File: src/rtl/apu_pkg.sv
// ---------------------------------------------------------------------------
// apu_pkg
// Shared types and helpers for the time-multiplexed voice mixer.
//   mix_state_e : mixer sequencer states
//   MIX_LAT     : strobe-to-mix_valid latency for the default voice count
//   sat_s16     : signed clamp of a 32-bit value to a width of 'width' bits
// ---------------------------------------------------------------------------
package apu_pkg;

    typedef enum logic [2:0] {
        ST_IDLE,
        ST_FETCH,
        ST_ENV,
        ST_VOL,
        ST_ACC,
        ST_MASTER,
        ST_DONE
    } mix_state_e;

    localparam int DEF_NUM_CH = 8;
    localparam int MIX_LAT    = 4 * DEF_NUM_CH + 2;
    localparam int SAT_W      = 32;

    // Clamp to [-2^(width-1), 2^(width-1)-1]; the caller truncates the
    // result to 'width' bits.
    function automatic logic signed [SAT_W-1:0] sat_s16(
        input logic signed [SAT_W-1:0] value,
        input int                      width
    );
        logic signed [SAT_W-1:0] hi;
        logic signed [SAT_W-1:0] lo;
        hi = (32'sd1 <<< (width - 1)) - 32'sd1;
        lo = ~hi;
        if (value > hi) begin
            return hi;
        end else if (value < lo) begin
            return lo;
        end else begin
            return value;
        end
    endfunction

endpackage

File: src/rtl/mix_mac.sv
// ---------------------------------------------------------------------------
// mix_mac
// Combinational signed multiply, optional arithmetic right shift (floor) and
// saturating add.  One instance per stereo side is time-shared by the
// volume, accumulate and master-volume steps through an operand mux.
//   a      in  W       signed multiplicand
//   b      in  COEF_W  signed coefficient
//   scale  in  1       1: product >>> SHIFT, 0: product unshifted
//   addend in  W       signed value added after scaling
//   result out W       sat_W(addend + scaled product)
// ---------------------------------------------------------------------------
module mix_mac
    import apu_pkg::*;
#(
    parameter int W      = 16,
    parameter int COEF_W = 8,
    parameter int SHIFT  = 7
) (
    input  logic signed [W-1:0]      a,
    input  logic signed [COEF_W-1:0] b,
    input  logic                     scale,
    input  logic signed [W-1:0]      addend,
    output logic signed [W-1:0]      result
);

    localparam int PROD_W = W + COEF_W;
    localparam int SUM_W  = PROD_W + 1;

    logic signed [PROD_W-1:0] prod;
    logic signed [PROD_W-1:0] scaled;
    logic signed [SUM_W-1:0]  sum;

    assign prod   = PROD_W'(a) * PROD_W'(b);
    assign scaled = scale ? (prod >>> SHIFT) : prod;
    assign sum    = SUM_W'(scaled) + SUM_W'(addend);
    assign result = W'(sat_s16(SAT_W'(sum), W));

endmodule

File: src/rtl/dsp_voice_mixer.sv
// ---------------------------------------------------------------------------
// dsp_voice_mixer
// Time-multiplexed N-voice mixer.  On each frame strobe the voices are
// scanned one at a time (FETCH/ENV/VOL/ACC), envelope and voice volume are
// applied, the results are saturating-summed into L/R accumulators, and the
// master volume is applied before the frame result is published.
// Optional feature macro: DSP_MIX_ECHO_EN adds echo-send accumulators fed by
// voices with ch_eon=1 (no master volume, mute ignored); without it echo_l/r
// are tied to 0 and ch_eon is ignored.
// Ports:
//   clk, reset(active-low, async)  clock / reset
//   exe_32khz                      frame start strobe
//   ch_sel                         voice index presented to the voice array
//   ch_sample/level/vol_l/vol_r/eon voice data for ch_sel, sampled at the end
//                                  of the cycle following the ch_sel update
//   mvol_l/r, mute                 master volume / mute, used at frame end
//   outx_we, outx_ch, outx         post-envelope sample of each voice
//   mix_l/r, echo_l/r, mix_valid   frame results and their update pulse
//   overrun                        strobe arrived while a frame was running
// ---------------------------------------------------------------------------
module dsp_voice_mixer
    import apu_pkg::*;
#(
    parameter int  NUM_CH   = DEF_NUM_CH,
    parameter int  SAMPLE_W = 15,
    parameter int  LEVEL_W  = 11,
    parameter int  VOL_W    = 8,
    parameter int  OUT_W    = 16,
    localparam int CH_W     = (NUM_CH > 1) ? $clog2(NUM_CH) : 1
) (
    input  logic                       clk,
    input  logic                       reset,
    input  logic                       exe_32khz,
    output logic        [CH_W-1:0]     ch_sel,
    input  logic signed [SAMPLE_W-1:0] ch_sample,
    input  logic        [LEVEL_W-1:0]  ch_level,
    input  logic signed [VOL_W-1:0]    ch_vol_l,
    input  logic signed [VOL_W-1:0]    ch_vol_r,
    input  logic                       ch_eon,
    input  logic signed [VOL_W-1:0]    mvol_l,
    input  logic signed [VOL_W-1:0]    mvol_r,
    input  logic                       mute,
    output logic                       outx_we,
    output logic        [CH_W-1:0]     outx_ch,
    output logic signed [SAMPLE_W-1:0] outx,
    output logic signed [OUT_W-1:0]    mix_l,
    output logic signed [OUT_W-1:0]    mix_r,
    output logic signed [OUT_W-1:0]    echo_l,
    output logic signed [OUT_W-1:0]    echo_r,
    output logic                       mix_valid,
    output logic                       overrun
);

    localparam int             ENV_W   = SAMPLE_W + LEVEL_W + 1;
    localparam logic [CH_W-1:0] LAST_CH = CH_W'(NUM_CH - 1);

    // Index 0 is the left side, index 1 the right side.
    mix_state_e              state_reg;
    logic [CH_W-1:0]         idx_reg;
    logic signed [OUT_W-1:0] acc_reg [2];
    logic signed [OUT_W-1:0] p_reg   [2];
    logic signed [VOL_W-1:0] vol_reg [2];
    logic signed [OUT_W-1:0] mix_reg [2];

    logic signed [VOL_W-1:0] ch_vol  [2];
    logic signed [VOL_W-1:0] mvol    [2];
    logic signed [OUT_W-1:0] mac_a   [2];
    logic signed [VOL_W-1:0] mac_b   [2];
    logic signed [OUT_W-1:0] mac_add [2];
    logic signed [OUT_W-1:0] mac_res [2];
    logic                    mac_scale;

    logic signed [ENV_W-1:0]    env_full;
    logic signed [SAMPLE_W-1:0] outx_next;

    assign ch_vol[0] = ch_vol_l;
    assign ch_vol[1] = ch_vol_r;
    assign mvol[0]   = mvol_l;
    assign mvol[1]   = mvol_r;
    assign mix_l     = mix_reg[0];
    assign mix_r     = mix_reg[1];

    // Envelope: level is unsigned, so it is zero-extended before the signed
    // multiply; the shift by LEVEL_W keeps full-scale level just below unity.
    assign env_full  = ENV_W'(ch_sample) * $signed(ENV_W'(ch_level));
    assign outx_next = SAMPLE_W'(env_full >>> LEVEL_W);

    // Operand mux for the shared multiply/add: VOL scales outx by the voice
    // volume, ACC adds p (times 1, unshifted) to the accumulator, MASTER
    // scales the accumulator by the master volume.
    always_comb begin
        mac_scale = 1'b1;
        for (int i = 0; i < 2; i++) begin
            mac_a[i]   = OUT_W'(outx);
            mac_b[i]   = vol_reg[i];
            mac_add[i] = '0;
        end
        case (state_reg)
            ST_ACC: begin
                mac_scale = 1'b0;
                for (int i = 0; i < 2; i++) begin
                    mac_a[i]   = p_reg[i];
                    mac_b[i]   = VOL_W'(1);
                    mac_add[i] = acc_reg[i];
                end
            end
            ST_MASTER: begin
                for (int i = 0; i < 2; i++) begin
                    mac_a[i] = acc_reg[i];
                    mac_b[i] = mvol[i];
                end
            end
            default: ;
        endcase
    end

    generate
        for (genvar gi = 0; gi < 2; gi++) begin : g_side
            mix_mac #(
                .W      (OUT_W),
                .COEF_W (VOL_W),
                .SHIFT  (VOL_W - 1)
            ) u_mac (
                .a      (mac_a[gi]),
                .b      (mac_b[gi]),
                .scale  (mac_scale),
                .addend (mac_add[gi]),
                .result (mac_res[gi])
            );
        end
    endgenerate

    always_ff @(posedge clk or negedge reset) begin
        if (!reset) begin
            state_reg <= ST_IDLE;
            idx_reg   <= '0;
            ch_sel    <= '0;
            outx_ch   <= '0;
            outx      <= '0;
            outx_we   <= 1'b0;
            mix_valid <= 1'b0;
            overrun   <= 1'b0;
            for (int i = 0; i < 2; i++) begin
                acc_reg[i] <= '0;
                p_reg[i]   <= '0;
                vol_reg[i] <= '0;
                mix_reg[i] <= '0;
            end
        end else begin
            outx_we   <= 1'b0;
            mix_valid <= 1'b0;
            // Any strobe that does not start a frame (including one in DONE)
            // is dropped and flagged one cycle later.
            overrun   <= exe_32khz && (state_reg != ST_IDLE);
            case (state_reg)
                ST_IDLE: begin
                    if (exe_32khz) begin
                        idx_reg <= '0;
                        for (int i = 0; i < 2; i++) begin
                            acc_reg[i] <= '0;
                        end
                        state_reg <= ST_FETCH;
                    end
                end
                ST_FETCH: begin
                    ch_sel    <= idx_reg;
                    state_reg <= ST_ENV;
                end
                ST_ENV: begin
                    outx    <= outx_next;
                    outx_ch <= idx_reg;
                    outx_we <= 1'b1;
                    for (int i = 0; i < 2; i++) begin
                        vol_reg[i] <= ch_vol[i];
                    end
                    state_reg <= ST_VOL;
                end
                ST_VOL: begin
                    for (int i = 0; i < 2; i++) begin
                        p_reg[i] <= mac_res[i];
                    end
                    state_reg <= ST_ACC;
                end
                ST_ACC: begin
                    for (int i = 0; i < 2; i++) begin
                        acc_reg[i] <= mac_res[i];
                    end
                    if (idx_reg == LAST_CH) begin
                        state_reg <= ST_MASTER;
                    end else begin
                        idx_reg   <= idx_reg + 1'b1;
                        state_reg <= ST_FETCH;
                    end
                end
                ST_MASTER: begin
                    // Result registered here so it is already on mix_l/r
                    // during the DONE cycle that carries mix_valid.
                    for (int i = 0; i < 2; i++) begin
                        mix_reg[i] <= mute ? '0 : mac_res[i];
                    end
                    mix_valid <= 1'b1;
                    state_reg <= ST_DONE;
                end
                ST_DONE: begin
                    state_reg <= ST_IDLE;
                end
                default: begin
                    state_reg <= ST_IDLE;
                end
            endcase
        end
    end

`ifdef DSP_MIX_ECHO_EN
    logic signed [OUT_W-1:0] echo_acc_reg [2];
    logic signed [OUT_W-1:0] echo_reg     [2];
    logic                    eon_reg;

    assign echo_l = echo_reg[0];
    assign echo_r = echo_reg[1];

    // Echo path follows the main sequencer; p is shared with the mix path.
    always_ff @(posedge clk or negedge reset) begin
        if (!reset) begin
            eon_reg <= 1'b0;
            for (int i = 0; i < 2; i++) begin
                echo_acc_reg[i] <= '0;
                echo_reg[i]     <= '0;
            end
        end else begin
            case (state_reg)
                ST_IDLE: begin
                    if (exe_32khz) begin
                        for (int i = 0; i < 2; i++) begin
                            echo_acc_reg[i] <= '0;
                        end
                    end
                end
                ST_ENV: eon_reg <= ch_eon;
                ST_ACC: begin
                    if (eon_reg) begin
                        for (int i = 0; i < 2; i++) begin
                            echo_acc_reg[i] <= OUT_W'(sat_s16(
                                SAT_W'(echo_acc_reg[i]) + SAT_W'(p_reg[i]), OUT_W));
                        end
                    end
                end
                ST_MASTER: begin
                    for (int i = 0; i < 2; i++) begin
                        echo_reg[i] <= echo_acc_reg[i];
                    end
                end
                default: ;
            endcase
        end
    end
`else
    logic unused_eon;
    assign unused_eon = ch_eon;
    assign echo_l     = '0;
    assign echo_r     = '0;
`endif

endmodule
File: config.mk
export PLATFORM = sky130hd
export DESIGN_NAME = dsp_voice_mixer
export DESIGN_NICKNAME = d
export VERILOG_FILES = /design/src/rtl/apu_pkg.sv /design/src/rtl/mix_mac.sv /design/src/rtl/dsp_voice_mixer.sv
export SDC_FILE = /design/constraint.sdc
export NUM_CORES = 1
export LEC_CHECK = 0
export BUFFER_PORTS_ARGS = -buffer_cell sky130_fd_sc_hd__buf_4
export CORE_ASPECT_RATIO = 2
export CORE_MARGIN = 1.5
export CORE_UTILIZATION = 65
export CTS_CLUSTER_DIAMETER = 200
export DETAILED_ROUTE_END_ITERATION = 12
export PLACE_DENSITY = 0.84
export SLEW_MARGIN = 20
export SYNTH_ARGS = -nofsm -noshare
export SYNTH_HDL_FRONTEND = slang
export SYNTH_HIERARCHICAL = 1
export SYNTH_SLANG_ARGS = --single-unit
export TNS_END_PERCENT = 5
File: constraint.sdc
create_clock -name clk -period 23 [get_ports clk]
set_input_delay 4.6 -clock clk [delete_from_list [all_inputs] [get_ports clk]]
set_output_delay 4.6 -clock clk [all_outputs]
set_load 0.01 [all_outputs]
==> impl_metrics.ini, run 1 <==
[logic_synthesis]
synth.most_common_cell = inv_1
synth-compound-area-share_pct = 12.8
async_flop_share_pct = 100
synthMuxAreaShare_pct = 4.13
synthSimpleGateAreaFrac_pct = 18.2
synth_cell_types = 90
synth_edf_count = 0
syn_avg_cell_area_um2 = 8.77
synthDominantCellAreaShare_pct = 28.1
netlist_area_mm2 = 0.0254
synth-xor-area-share_pct = 3.14
synth_area_leaders = fa_1, dfrtp_1, ha_1
syn_inst = 2896
yosys_warnings = 6
synth-adder-area-share_pct = 37.7
yosysTopAreaCell = fa_1
synth_flop_cell = dfrtp_1
ys_seq_area_share_pct = 14.0
synth_common_cells = inv_1, nand2_1, fa_1, and2_1, ha_1
synth_top_family_by_area = adder cells
yosys_register_bits = 142

[detailed_routing]
first_pass_iters = 6
wl_um = 76900
drt_iter0_drc = 1368
routedWlPerCell_um = 22.2
num_vias = 21500
drc = 0
detail-route-antenna-nets = 0
vias_per_cell = 6.20

[placed_design]
pre_cts_ws_ns = 8.79
hpwl_um = 60400
io_buffers = 117
gp_congestion = 1.02

[clock_tree]
cts_sinks = 142
postCtsSetupRepairBufs = 0
cts_resized = 0
path_clk_slew_ns = 0.07
root_buffer = clkbuf_16
cts_buffer_depth = 2
holdBufCountCts = 0
numCtsBuffers = 17
cts_tree = yes
clk_latency_ns = 0.45
htree_levels = 4

[global_route]
grt_pass1_wl_um = 121000
grt_max_degree = 79
first_global_vias = 23100
antenna_found_initial = 11
grt_usage_pct = 40.3
overflow = 0

[timing]
max_freq_ghz = 0.0708
grt_setup_unrepaired = false
final_hold_viol_count = 0
timing.slew.headroom_pct = 25.7
worst_pin_slew_ns = 1.11
maxSlewViolCount = 0
fin_crit_sh_pct = 61.4
worst_slack_ns = 8.88
finalSetupViolations = 0
tns_ns = 0
post-route-min-period_ns = 14.12
fin_skew_ns = 0.0177

[critical_path]
worst_r2r_path_depth = 30
crit_path_start_kind = primary input
critical_path_buf_inv_count = 4
cpPeakStageDelay_ns = 1.15
worst_path_max_delay_cell = o41ai_4
path_class = primary input to flop
cp_common_cell = fa_1
arrival_ns = 14.45
cp.required_ns = 23.33
critPathTopFamily = compound AO/OA/AOI/OAI gates
crit_cells = 28
end_kind = flop
worstPathMaxFanout = 16

[floorplanning]
coreArea_mm2 = 0.0387
die-area_mm2 = 0.0403
dieWidth_um = 143
row_count = 102
die_height_um = 283
start_util_pct = 65.7
ios = 151

[finish]
fill_cells = 2936
multi_input_area_mm2 = 0.0194
area_delta_synth_final_pct = 6.49
fin_nets = 3540
drive_gt1_share_pct = 9.39
seq_area_mm2 = 0.00355

[job]
max_cap_violations = 0

[outcome]
status = complete, no violations

[min_path]
hp-class = flop to flop
min_path_cells = 2
[worst paths after layout]
check / end / slack [ns] / start
max in group asynchronous: state_reg[0] / 17.41 / reset
setup reg to reg: p_reg[26] / 11.40 / state_reg[2]
hold / removal: mix_l[2] / 0.48 / mix_l[2]
hold reg to reg: mix_l[2] / 0.48 / mix_l[2]
min in group asynchronous: vol_reg[12] / 4.18 / reset
setup / recovery: p_reg[26] / 8.88 / mvol_l[7]
[kinds of logic after synthesis]
group / Yosys count
AOI/OAI and AO/OA: 456
xor gates and xnor gates: 91
adders and majority gates: 551
buffers and inverters: 636
DFF: 142
muxes: 97
other: 1
and+or+nand+nor: 922
[layer usage]
layer | track usage (%) | wire (um) | vias to the layer above
met2 | 68.6 | 38900 | 1045
met1 | 35.8 | 22100 | 10500
li1 | - | - | 9364
met4 | 42.6 | 9750 | 10
met3 | 12.5 | 6050 | 521
met5 | 0 | 67 | -
[metrics by stage]
step                      hold WS [ns]  area, um2  utilization [%]  instances
after floorplan                  0.446      25500                -       2927
after global placement           0.455      26400             68.3       3427
after detailed placement         0.462      26400             68.3       3427
after CTS                        0.477      27000             69.9       3459
after global routing             0.499      27000             69.9       3461
final                            0.476      27000             69.9       3465
[worst register-to-register path, delay by kind of cell (launching register included)]
kind,cells,cell delay (ns)
AND/OR/NAND/NOR,3,1.09
multiplexers,2,0.77
flip-flops,1,0.35
XOR/XNOR,1,0.12
AO/OA/AOI/OAI,13,5.50
adder cells (fa/ha/maj),6,2.72
buffers and inverters,5,0.91
[cell usage in the layout (no fill, tap or decap), types with 14 or more instances in the layout]
cell type,count
dfrtp_1,141
inv_1,480
o21a_1,17
ha_1,195
clkbuf_16,17
a21oi_1,120
xor2_1,21
nor2_1,101
nand4_1,14
a21o_1,42
o21bai_1,14
nand2_1,371
fa_1,356
and3_1,37
a22o_1,47
o21ai_0,68
and2_1,230
a211oi_1,21
mux2_2,59
nand2b_1,26
xnor2_1,70
nand3b_1,35
nor3_1,25
conb_1,32
buf_4,132
nand3_1,35
o211ai_1,20
mux2i_1,36
[final cells by class]
type | instances | share of cell area (%)
flip-flops and latches | 142 | 13.1
repair buffers | 133 | 3.71
clock inverters | 15 | 0.652
well taps | 520 | 2.41
clock buffers | 17 | 1.57
diodes | 6 | 0.0555
multi-input cells | 2149 | 71.8
inverters | 483 | 6.70
Power of run 1 is not shown: default switching activity piles up to over one toggle a cycle in this logic, so the estimate is an artifact.
==> run 2: changes to the inputs <==
- CORE_UTILIZATION: 65 -> 58
- PLACE_DENSITY: 0.84 -> 0.8
- clock period: 23 -> 11.5 ns (I/O delays scaled with it)
==> impl_metrics.ini, run 2 (synthesized netlist as in run 1, its figures left out) <==
[outcome]
status = complete, no violations

[timing]
finalSetupViolations = 0
post-route-min-period_ns = 10.90
fin_crit_sh_pct = 94.8
fin_worst_hold_slack_ns = 0.472
timing.slew.headroom_pct = 18.0
worst_pin_slew_ns = 1.23
maxSlewViolCount = 0
final_hold_viol_count = 0
grt_setup_unrepaired = false
max_freq_ghz = 0.0917
tns_ns = 0
fin_skew_ns = 0.0127

[detailed_routing]
first_pass_iters = 6
num_vias = 21100
drt_iter0_drc = 1074
wl_um = 73600
drc = 0
vias_per_cell = 6.02
routedWlPerCell_um = 21.0
detail-route-antenna-nets = 0
met3_wirelength_um = 4290
wl_met1_um = 21900
wl_met2_um = 38700
top_layer_used = met5

[clock_tree]
htree_levels = 4
numCtsBuffers = 17
cts_sinks = 142
cts_buffer_depth = 2
holdBufCountCts = 0
root_buffer = clkbuf_16
clk_latency_ns = 0.44
path_clk_slew_ns = 0.06
cts_tree = yes

[floorplanning]
start_util_pct = 58.7
die_height_um = 299
coreArea_mm2 = 0.0432
die-area_mm2 = 0.0451
dieWidth_um = 151
ios = 151
row_count = 108

[critical_path]
worstPathMaxFanout = 15
end_kind = flop
critPathLaunch = mvol_r[0]
critical_path_buf_inv_count = 5
r2r-start = state_reg[0]
r2r-end = acc_reg[13]
cp_common_cell = inv_1
cpPeakStageDelay_ns = 0.63
worst_path_max_delay_cell = a31oi_2
critPathTopFamily = compound AO/OA/AOI/OAI gates
worst_r2r_path_depth = 31
cp.required_ns = 11.87
path_class = primary input to flop
crit_path_start_kind = primary input
arrival_ns = 11.27
rrSetupSlack_ns = 0.62

[finish]
mostFrequentLayoutCells = inv_1, nand2_1, fa_1
drive_gt1_share_pct = 10.1
fin_nets = 3555
finalInstanceArea_mm2 = 0.0272
diodes = 0
area_delta_synth_final_pct = 6.97
final_common_cell = inv_1
fin_util_pct = 62.8

[min_path]
holdPathEnd = mix_l[12]
hp-class = flop to flop
min_path_cells = 2
worstHoldStart = mix_l[12]

[job]
max_cap_violations = 0

[placed_design]
gp_congestion = 0.983
io_buffers = 117
postPlaceCellArea_mm2 = 0.0266
hpwl_um = 59700

[global_route]
overflow = 0
grt_usage_pct = 33.9
antenna_found_initial = 3
grt_max_degree = 73
first_global_vias = 22900
grt_pass1_wl_um = 116000
## run 2: tightest hold or removal path, stage by stage (launching register included)
cell	delay (ns)
dfrtp_1	0.34
nand2_1	0.05
nand2_1	0.05
## run 2: area by class of cell
cell class	instances	area (um2)
Multi-Input combinational cell	2149	19400
Fill cell	3622	16100
Sequential cell	142	3550
Inverter	483	1810
Timing Repair Buffer	148	1130
Tap cell	550	688
Clock buffer	17	425
Clock inverter	15	128
## run 2: per-stage QoR
| step | setup slack [ns] | std cells |
|---|---|---|
| floorplan | 1.79 | 2927 |
| global placement | 0.436 | 3469 |
| detailed placement | 0.331 | 3469 |
| CTS | 0.736 | 3501 |
| global route | 0.0280 | 3504 |
| finish | 0.600 | 3504 |
## run 2: worst max path at each step
stage	slack (ns)	cells after the start	endpoint
2_1_floorplan	1.79	33	mix_r[10]
3_3_place_gp	0.44	32	mix_r[9]
3_5_place_dp	0.33	34	mix_r[9]
4_1_cts	0.74	33	acc_reg[13]
5_1_grt	0.03	33	mix_l[4]
6_report	0.60	33	acc_reg[13]
## run 2: layer usage
metal / up-vias / track usage (%)
li1: 9373 / -
met1: 10400 / 30.1
met2: 862 / 61.6
met3: 441 / 6.52
met4: 6 / 32.0
met5: - / 0
## run 2: timing repair
item,CTS,global route
setup buffers,0,0
endpoints found under the setup margin,0,45
resized for setup,0,5
Power of run 2 is left out for the same reason.
